### config.mk
export PLATFORM = sky130hd
export DESIGN_NAME = pulse_train_gen_flat
export DESIGN_NICKNAME = d
export VERILOG_FILES = /design/src/rtl/pulse_train_gen_if.sv /design/src/rtl/pulse_train_gen.sv /design/src/flat_wrapper.sv
export SDC_FILE = /design/constraint.sdc
export NUM_CORES = 1
export LEC_CHECK = 0
export BUFFER_PORTS_ARGS = -buffer_cell sky130_fd_sc_hd__buf_4
export CAP_MARGIN = 20
export CORE_MARGIN = 4
export CORE_UTILIZATION = 45
export CTS_BUF_LIST = sky130_fd_sc_hd__clkbuf_4 sky130_fd_sc_hd__clkbuf_8 sky130_fd_sc_hd__clkbuf_16
export DETAILED_ROUTE_END_ITERATION = 10
export GPL_TIMING_DRIVEN = 0
export HOLD_SLACK_MARGIN = 0.08
export REMOVE_ABC_BUFFERS = 1
export SKIP_LAST_GASP = 1
export SLEW_MARGIN = 40
export SYNTH_ARGS = -nofsm -noshare
export SYNTH_HDL_FRONTEND = slang
export SYNTH_SLANG_ARGS = --single-unit
### constraint.sdc
create_clock -name clk -period 3.86 [get_ports clk]
set_input_delay 0.965 -clock clk [delete_from_list [all_inputs] [get_ports clk]]
set_output_delay 0.965 -clock clk [all_outputs]
set_load 0.03 [all_outputs]
### src/rtl/pulse_train_gen_if.sv
`default_nettype none
// ============================================================================
// Module   : pulse_train_gen_if
// Brief    : Burst request and pulse-output bundle for pulse_train_gen.
// Revision : 1.0 - initial release
// ============================================================================
interface pulse_train_gen_if #(
  parameter int CNT_W = 8,
  parameter int GAP_W = 4
);
  logic             start;
  logic [CNT_W-1:0] count;
  logic [GAP_W-1:0] gap;
  logic             x;
  logic             busy;
  logic             done;
  logic             expect_y;

  modport master (output start, count, gap, input x, busy, done, expect_y);
  modport slave  (input start, count, gap, output x, busy, done, expect_y);
endinterface
`default_nettype wire

### src/rtl/pulse_train_gen.sv
`default_nettype none
// ============================================================================
// Module   : pulse_train_gen
// Brief    : Burst pulse generator with shadow copy of the detector phase FSM.
// Revision : 1.0 - initial release
// ============================================================================
module pulse_train_gen #(
  parameter int CNT_W = 8,
  parameter int GAP_W = 4
) (
  input  logic              clk,
  input  logic              rst,
  pulse_train_gen_if.slave  bus
);

  localparam logic [CNT_W-1:0] c_cnt_one = {{(CNT_W-1){1'b0}}, 1'b1};
  localparam logic [GAP_W-1:0] c_gap_one = {{(GAP_W-1){1'b0}}, 1'b1};

  typedef enum logic [1:0] {
    S_IDLE  = 2'd0,
    S_PULSE = 2'd1,
    S_GAP   = 2'd2,
    S_FIN   = 2'd3
  } state_t;

  typedef enum logic [1:0] {
    P0 = 2'd0,
    P1 = 2'd1,
    P2 = 2'd2,
    P3 = 2'd3
  } phase_t;

  state_t           r_state,     w_state_nxt;
  phase_t           r_phase,     w_phase_nxt;
  logic [CNT_W-1:0] r_remaining, w_remaining_nxt;
  logic [GAP_W-1:0] r_gap_q,     w_gap_q_nxt;
  logic [GAP_W-1:0] r_gap_cnt,   w_gap_cnt_nxt;
  logic             w_x;

  always_ff @(posedge clk or negedge rst) begin
    if (!rst) begin
      r_state     <= S_IDLE;
      r_phase     <= P0;
      r_remaining <= '0;
      r_gap_q     <= '0;
      r_gap_cnt   <= '0;
    end else begin
      r_state     <= w_state_nxt;
      r_phase     <= w_phase_nxt;
      r_remaining <= w_remaining_nxt;
      r_gap_q     <= w_gap_q_nxt;
      r_gap_cnt   <= w_gap_cnt_nxt;
    end
  end

  always_comb begin
    w_state_nxt     = r_state;
    w_remaining_nxt = r_remaining;
    w_gap_q_nxt     = r_gap_q;
    w_gap_cnt_nxt   = r_gap_cnt;
    case (r_state)
      S_IDLE: begin
        if (bus.start) begin
          if (bus.count != '0) begin
            w_remaining_nxt = bus.count;
            w_gap_q_nxt     = bus.gap;
            w_state_nxt     = S_PULSE;
          end else begin
            w_state_nxt = S_FIN;
          end
        end
      end
      S_PULSE: begin
        // The last pulse leaves remaining at 1; it is never taken to zero.
        if (r_remaining == c_cnt_one) begin
          w_state_nxt = S_FIN;
        end else begin
          w_remaining_nxt = r_remaining - c_cnt_one;
          if (r_gap_q != '0) begin
            w_gap_cnt_nxt = r_gap_q;
            w_state_nxt   = S_GAP;
          end
        end
      end
      S_GAP: begin
        w_gap_cnt_nxt = r_gap_cnt - c_gap_one;
        if (r_gap_cnt == c_gap_one) w_state_nxt = S_PULSE;
      end
      S_FIN:   w_state_nxt = S_IDLE;
      default: w_state_nxt = S_IDLE;
    endcase
  end

  assign w_x = (r_state == S_PULSE);

  // Mirror of the downstream detector: it answers the third pulse of each run.
  always_comb begin
    w_phase_nxt = r_phase;
    case (r_phase)
      P0:      w_phase_nxt = w_x ? P1 : P0;
      P1:      w_phase_nxt = w_x ? P2 : P1;
      P2:      w_phase_nxt = w_x ? P3 : P2;
      P3:      w_phase_nxt = w_x ? P1 : P0;
      default: w_phase_nxt = P0;
    endcase
  end

  assign bus.x        = w_x;
  assign bus.busy     = (r_state == S_PULSE) || (r_state == S_GAP);
  assign bus.done     = (r_state == S_FIN);
  assign bus.expect_y = w_x && (r_phase == P2);

endmodule
`default_nettype wire

### src/flat_wrapper.sv
// flat-port wrapper written by rule: the top's interface ports become plain ports
module pulse_train_gen_flat 
#(
  parameter int CNT_W = 8,
  parameter int GAP_W = 4
)
  (clk, rst, bus_start, bus_count, bus_gap, bus_x, bus_busy, bus_done, bus_expect_y);
  pulse_train_gen_if #(.CNT_W(CNT_W), .GAP_W(GAP_W)) bus_i ();
  input  logic clk;
  input  logic rst;
  input wire logic [$bits(bus_i.start)-1:0] bus_start;
  input wire logic [$bits(bus_i.count)-1:0] bus_count;
  input wire logic [$bits(bus_i.gap)-1:0] bus_gap;
  output wire logic [$bits(bus_i.x)-1:0] bus_x;
  output wire logic [$bits(bus_i.busy)-1:0] bus_busy;
  output wire logic [$bits(bus_i.done)-1:0] bus_done;
  output wire logic [$bits(bus_i.expect_y)-1:0] bus_expect_y;
  assign bus_i.start = bus_start;
  assign bus_i.count = bus_count;
  assign bus_i.gap = bus_gap;
  assign bus_x = bus_i.x;
  assign bus_busy = bus_i.busy;
  assign bus_done = bus_i.done;
  assign bus_expect_y = bus_i.expect_y;
  pulse_train_gen #(.CNT_W(CNT_W), .GAP_W(GAP_W)) u_core (.clk(clk), .rst(rst), .bus(bus_i));
endmodule
==> summary.txt <==
Critical path
  – Worst-path fanout max: 29
  – CP max stage cell: ha_2
  – Worst R2R Setup Slack: 1.46 ns
  – Worst Setup End Kind: output pin
  – Top delay family on crit path: adder cells
  – Worst Path Class, Setup: flop to output pin
  – Worst reg-to-reg path cell count: 6
  – Worst endpoint required time: approximately 2.9 ns
  – Worst Path Buf+Inv: 2
  – Critical Path Max Stage Delay: 0.51 ns
  – Worst setup SP type: flop
  – Reg2reg end: u_core.r_remaining[2]$_DFFE_PN0P_
  – WP data arrival: 1.76 ns
  – CP Cell Sequence: inv_1 > ha_2 > and2_1 > buf_4
  – Reg2reg start: u_core.r_state[1]$_DFFE_PN0P_

Synth
  – EDFF count, synth: 0
  – Synth cell types: 42
  – Gate Count Post-Synth: 161
  – Yosys warnings: 0
  – Synth top area cells: dfrtp_1 36%, ha_1 9.8%, nand2_1 5.6%, inv_1 4.3%, nor2_1 2.9%
  – Sequential area share after synthesis: 35.7%
  – Synthesized cell area: 1400 um2
  – Synth area leader: dfrtp_1
  – Commonest register cell after synthesis: dfrtp_1
  – Syn avg cell area: 8.70 um2
  – Area share of the largest cell type after synthesis: between 30 and 40%
  – Synth Register Bits: 20
  – Share of flip-flops with an asynchronous set or reset: 100%

Die
  – Die Y: 63.8 um
  – Die area: 4070 um2
  – Num rows: 19
  – DIE WIDTH: 63.8 um
  – Boundary Pins: 19
  – Starting Density: 48.7%
  – Core Box Area: 2880 um2

Drt
  – Vias per cell: 5.62
  – Initial DRC count: 61
  – Via count: 1225
  – Post-Route WL: 3.20 mm
  – WL/cell: 14.7 um
  – TritonRoute pass-1 iters: 4
  – Post-DRT Antenna Nets: 0
  – # DRC: 0

Run
  – Maxcap violations: 0

Hold path
  – Worst hold path type: input pin to asynchronous set/reset pin

Power
  – Power Density: 842 nW/um2
  – Static Leak: 0.739 nW
  – Worst VDD drop: approximately 0.42 mV

GRT
  – Initial antenna violation count: 0
  – Vias in the first global route: about 1200
  – GR Overflow Total: 0
  – Total GRT Usage: approximately 18%
  – First-pass GRT wire length: 5.80 mm
  – Largest net degree at the start of global routing: 30

Timing
  – Clk_skew: 0.00907 ns
  – Max-slew violation count: 0
  – Final WS setup: 1.14 ns
  – Setup TNS: 0 ns
  – Endpoints failing setup: 0
  – RSZ-0062 raised after global routing: no
  – Worst-Margin Slew: 0.824 ns
  – Final hold slack: 0.510 ns
  – Relative slew slack: between 40% and 50%
  – F_max: about 370 MHz
  – Fin crit period: 2.72 ns
  – Final hold vios: 0
  – Fin crit share: 70.5%

Clock tree
  – Clk Latency, worst-skew pair: 0.31 ns
  – Num CTS Buffers: 3
  – CTS tree: yes
  – PostCTS Resize Cnt: 0
  – Max Root-Sink Buffers: 2
  – Number of setup buffers added after CTS: 0
  – Root buffer cell: clkbuf_4
  – Cts hold-fix bufs: 0
  – Clock Sink Count: 20
  – Clock slew at reported path FFs: 0.12 ns
  – H-tree depth: 1

Outcome
  – Outcome: complete, no violations

Placed design
  – Cell area after placement: 1550 um2
  – Port Buf Inserts: 18
  – DPL Wire Length: 2.35 mm
  – Final RePlAce weighted congestion: 0.858
  – Pre-CTS setup slack: approximately 1.1 ns

Final layout
  – Fin nets: 204
  – Layout area overhead: 12.5%
  – Design area: about 1600 um2
  – # fillers: 281
  – Number of diodes: 0
  – Layout cells sized above 1: 18.2%
==> worst max-delay path by stage <==
| stage | from | end | slack [ns] | depth (start not counted) |
|---|---|---|---|---|
| after floorplan | u_core.r_state[1]$_DFFE_PN0P_ | bus_expect_y | 1.25 | 3 |
| after global placement | bus_count[1] | u_core.r_remaining[2]$_DFFE_PN0P_ | 1.05 | 5 |
| after detailed placement | bus_count[1] | u_core.r_remaining[2]$_DFFE_PN0P_ | 1.10 | 5 |
| after CTS | u_core.r_state[1]$_DFFE_PN0P_ | bus_expect_y | 1.12 | 4 |
| after global routing | u_core.r_state[1]$_DFFE_PN0P_ | bus_expect_y | 1.02 | 4 |
| final | u_core.r_state[1]$_DFFE_PN0P_ | bus_expect_y | 1.14 | 4 |
==> sequential cells by signal, indices dropped and copies added, names as in the netlist <==
name                flops
u_core.r_remaining      8
u_core.r_gap_cnt        4
u_core.r_gap_q          4
u_core.r_phase          2
u_core.r_state          2
==> cell families (layout without fill, tap and decap cells) <==
group | count (synthesis) | in the layout | share of synthesized area, %
muxes | 5 | 5 | 3.84
buffers and inverters | 22 | 37 | 6.96
and+or+nand+nor | 64 | 64 | 23.5
AOI/OAI and AO/OA | 39 | 39 | 20.2
adders and majority gates | 11 | 11 | 9.82
DFF | 20 | 20 | 35.7
==> cells in the mapped netlist, types with 3 or more instances <==
master and instances:
nand3_1 5, clkbuf_1 4, a221oi_1 3, nand2_1 21, a21oi_1 6, dfrtp_1 20
nor4_1 5, ha_1 11, nor2_1 11, a31oi_1 4, nor3_1 4, mux2_2 3
and3_1 3, o21ai_0 6, inv_1 16, o31ai_1 5
==> per-layer routing <==
metal | routed length (um) | vias to the layer above | track usage (%)
li1 | - | 612 | -
met1 | 1450 | 573 | 24.6
met2 | 1530 | 35 | 27.6
met3 | 158 | 5 | 2.63
met4 | 53 | 0 | 6.47
met5 | 0 | - | 0
==> metrics by stage <==
step | std cells | util, % | total power, mW
after floorplan | 155 | - | 1.02
after global placement | 215 | 53.9 | 1.20
after detailed placement | 215 | 54.0 | 1.23
after CTS | 218 | 54.8 | 1.34
after global routing | 218 | 54.8 | 1.48
final | 218 | 54.8 | 1.33
==> power breakdown <==
| part | internal [mW] | leakage, nW | switching [mW] |
|---|---|---|---|
| Clock | 0.0365 | 0.0138 | 0.0671 |
| Combinational | 0.340 | 0.486 | 0.462 |
| Sequential | 0.318 | 0.239 | 0.104 |
| Total | 0.694 | 0.739 | 0.633 |
==> worst reg2reg max path: stages, from the launching register on <==
cell and delay (ns):
dfrtp_1 0.45, inv_1 0.12, ha_2 0.51, nand2b_1 0.20, and3_1 0.29, or2_1 0.36, a222oi_1 0.36
==> cells in the final DEF (no fill, tap or decap), types with 3 or more instances in the layout <==
cell type,count
nor4_1,5
o21ai_0,6
nor2_1,11
mux2_2,3
a221oi_1,3
nand3_1,5
a21oi_1,6
dfrtp_1,20
ha_1,10
buf_4,18
a31oi_1,4
and3_1,3
nor3_1,4
clkbuf_4,3
o31ai_1,5
inv_1,16
nand2_1,21
==> layout make-up <==
cell class              count  area, um2  share of cell area (%)
well taps                  42       52.6                    3.33
multi-input cells         119        806                    51.1
inverters                  16       60.1                    3.81
flip-flops and latches     20        500                    31.7
repair buffers             18        135                    8.57
clock buffers               3       22.5                    1.43
Power figures use the tool's default switching activity.
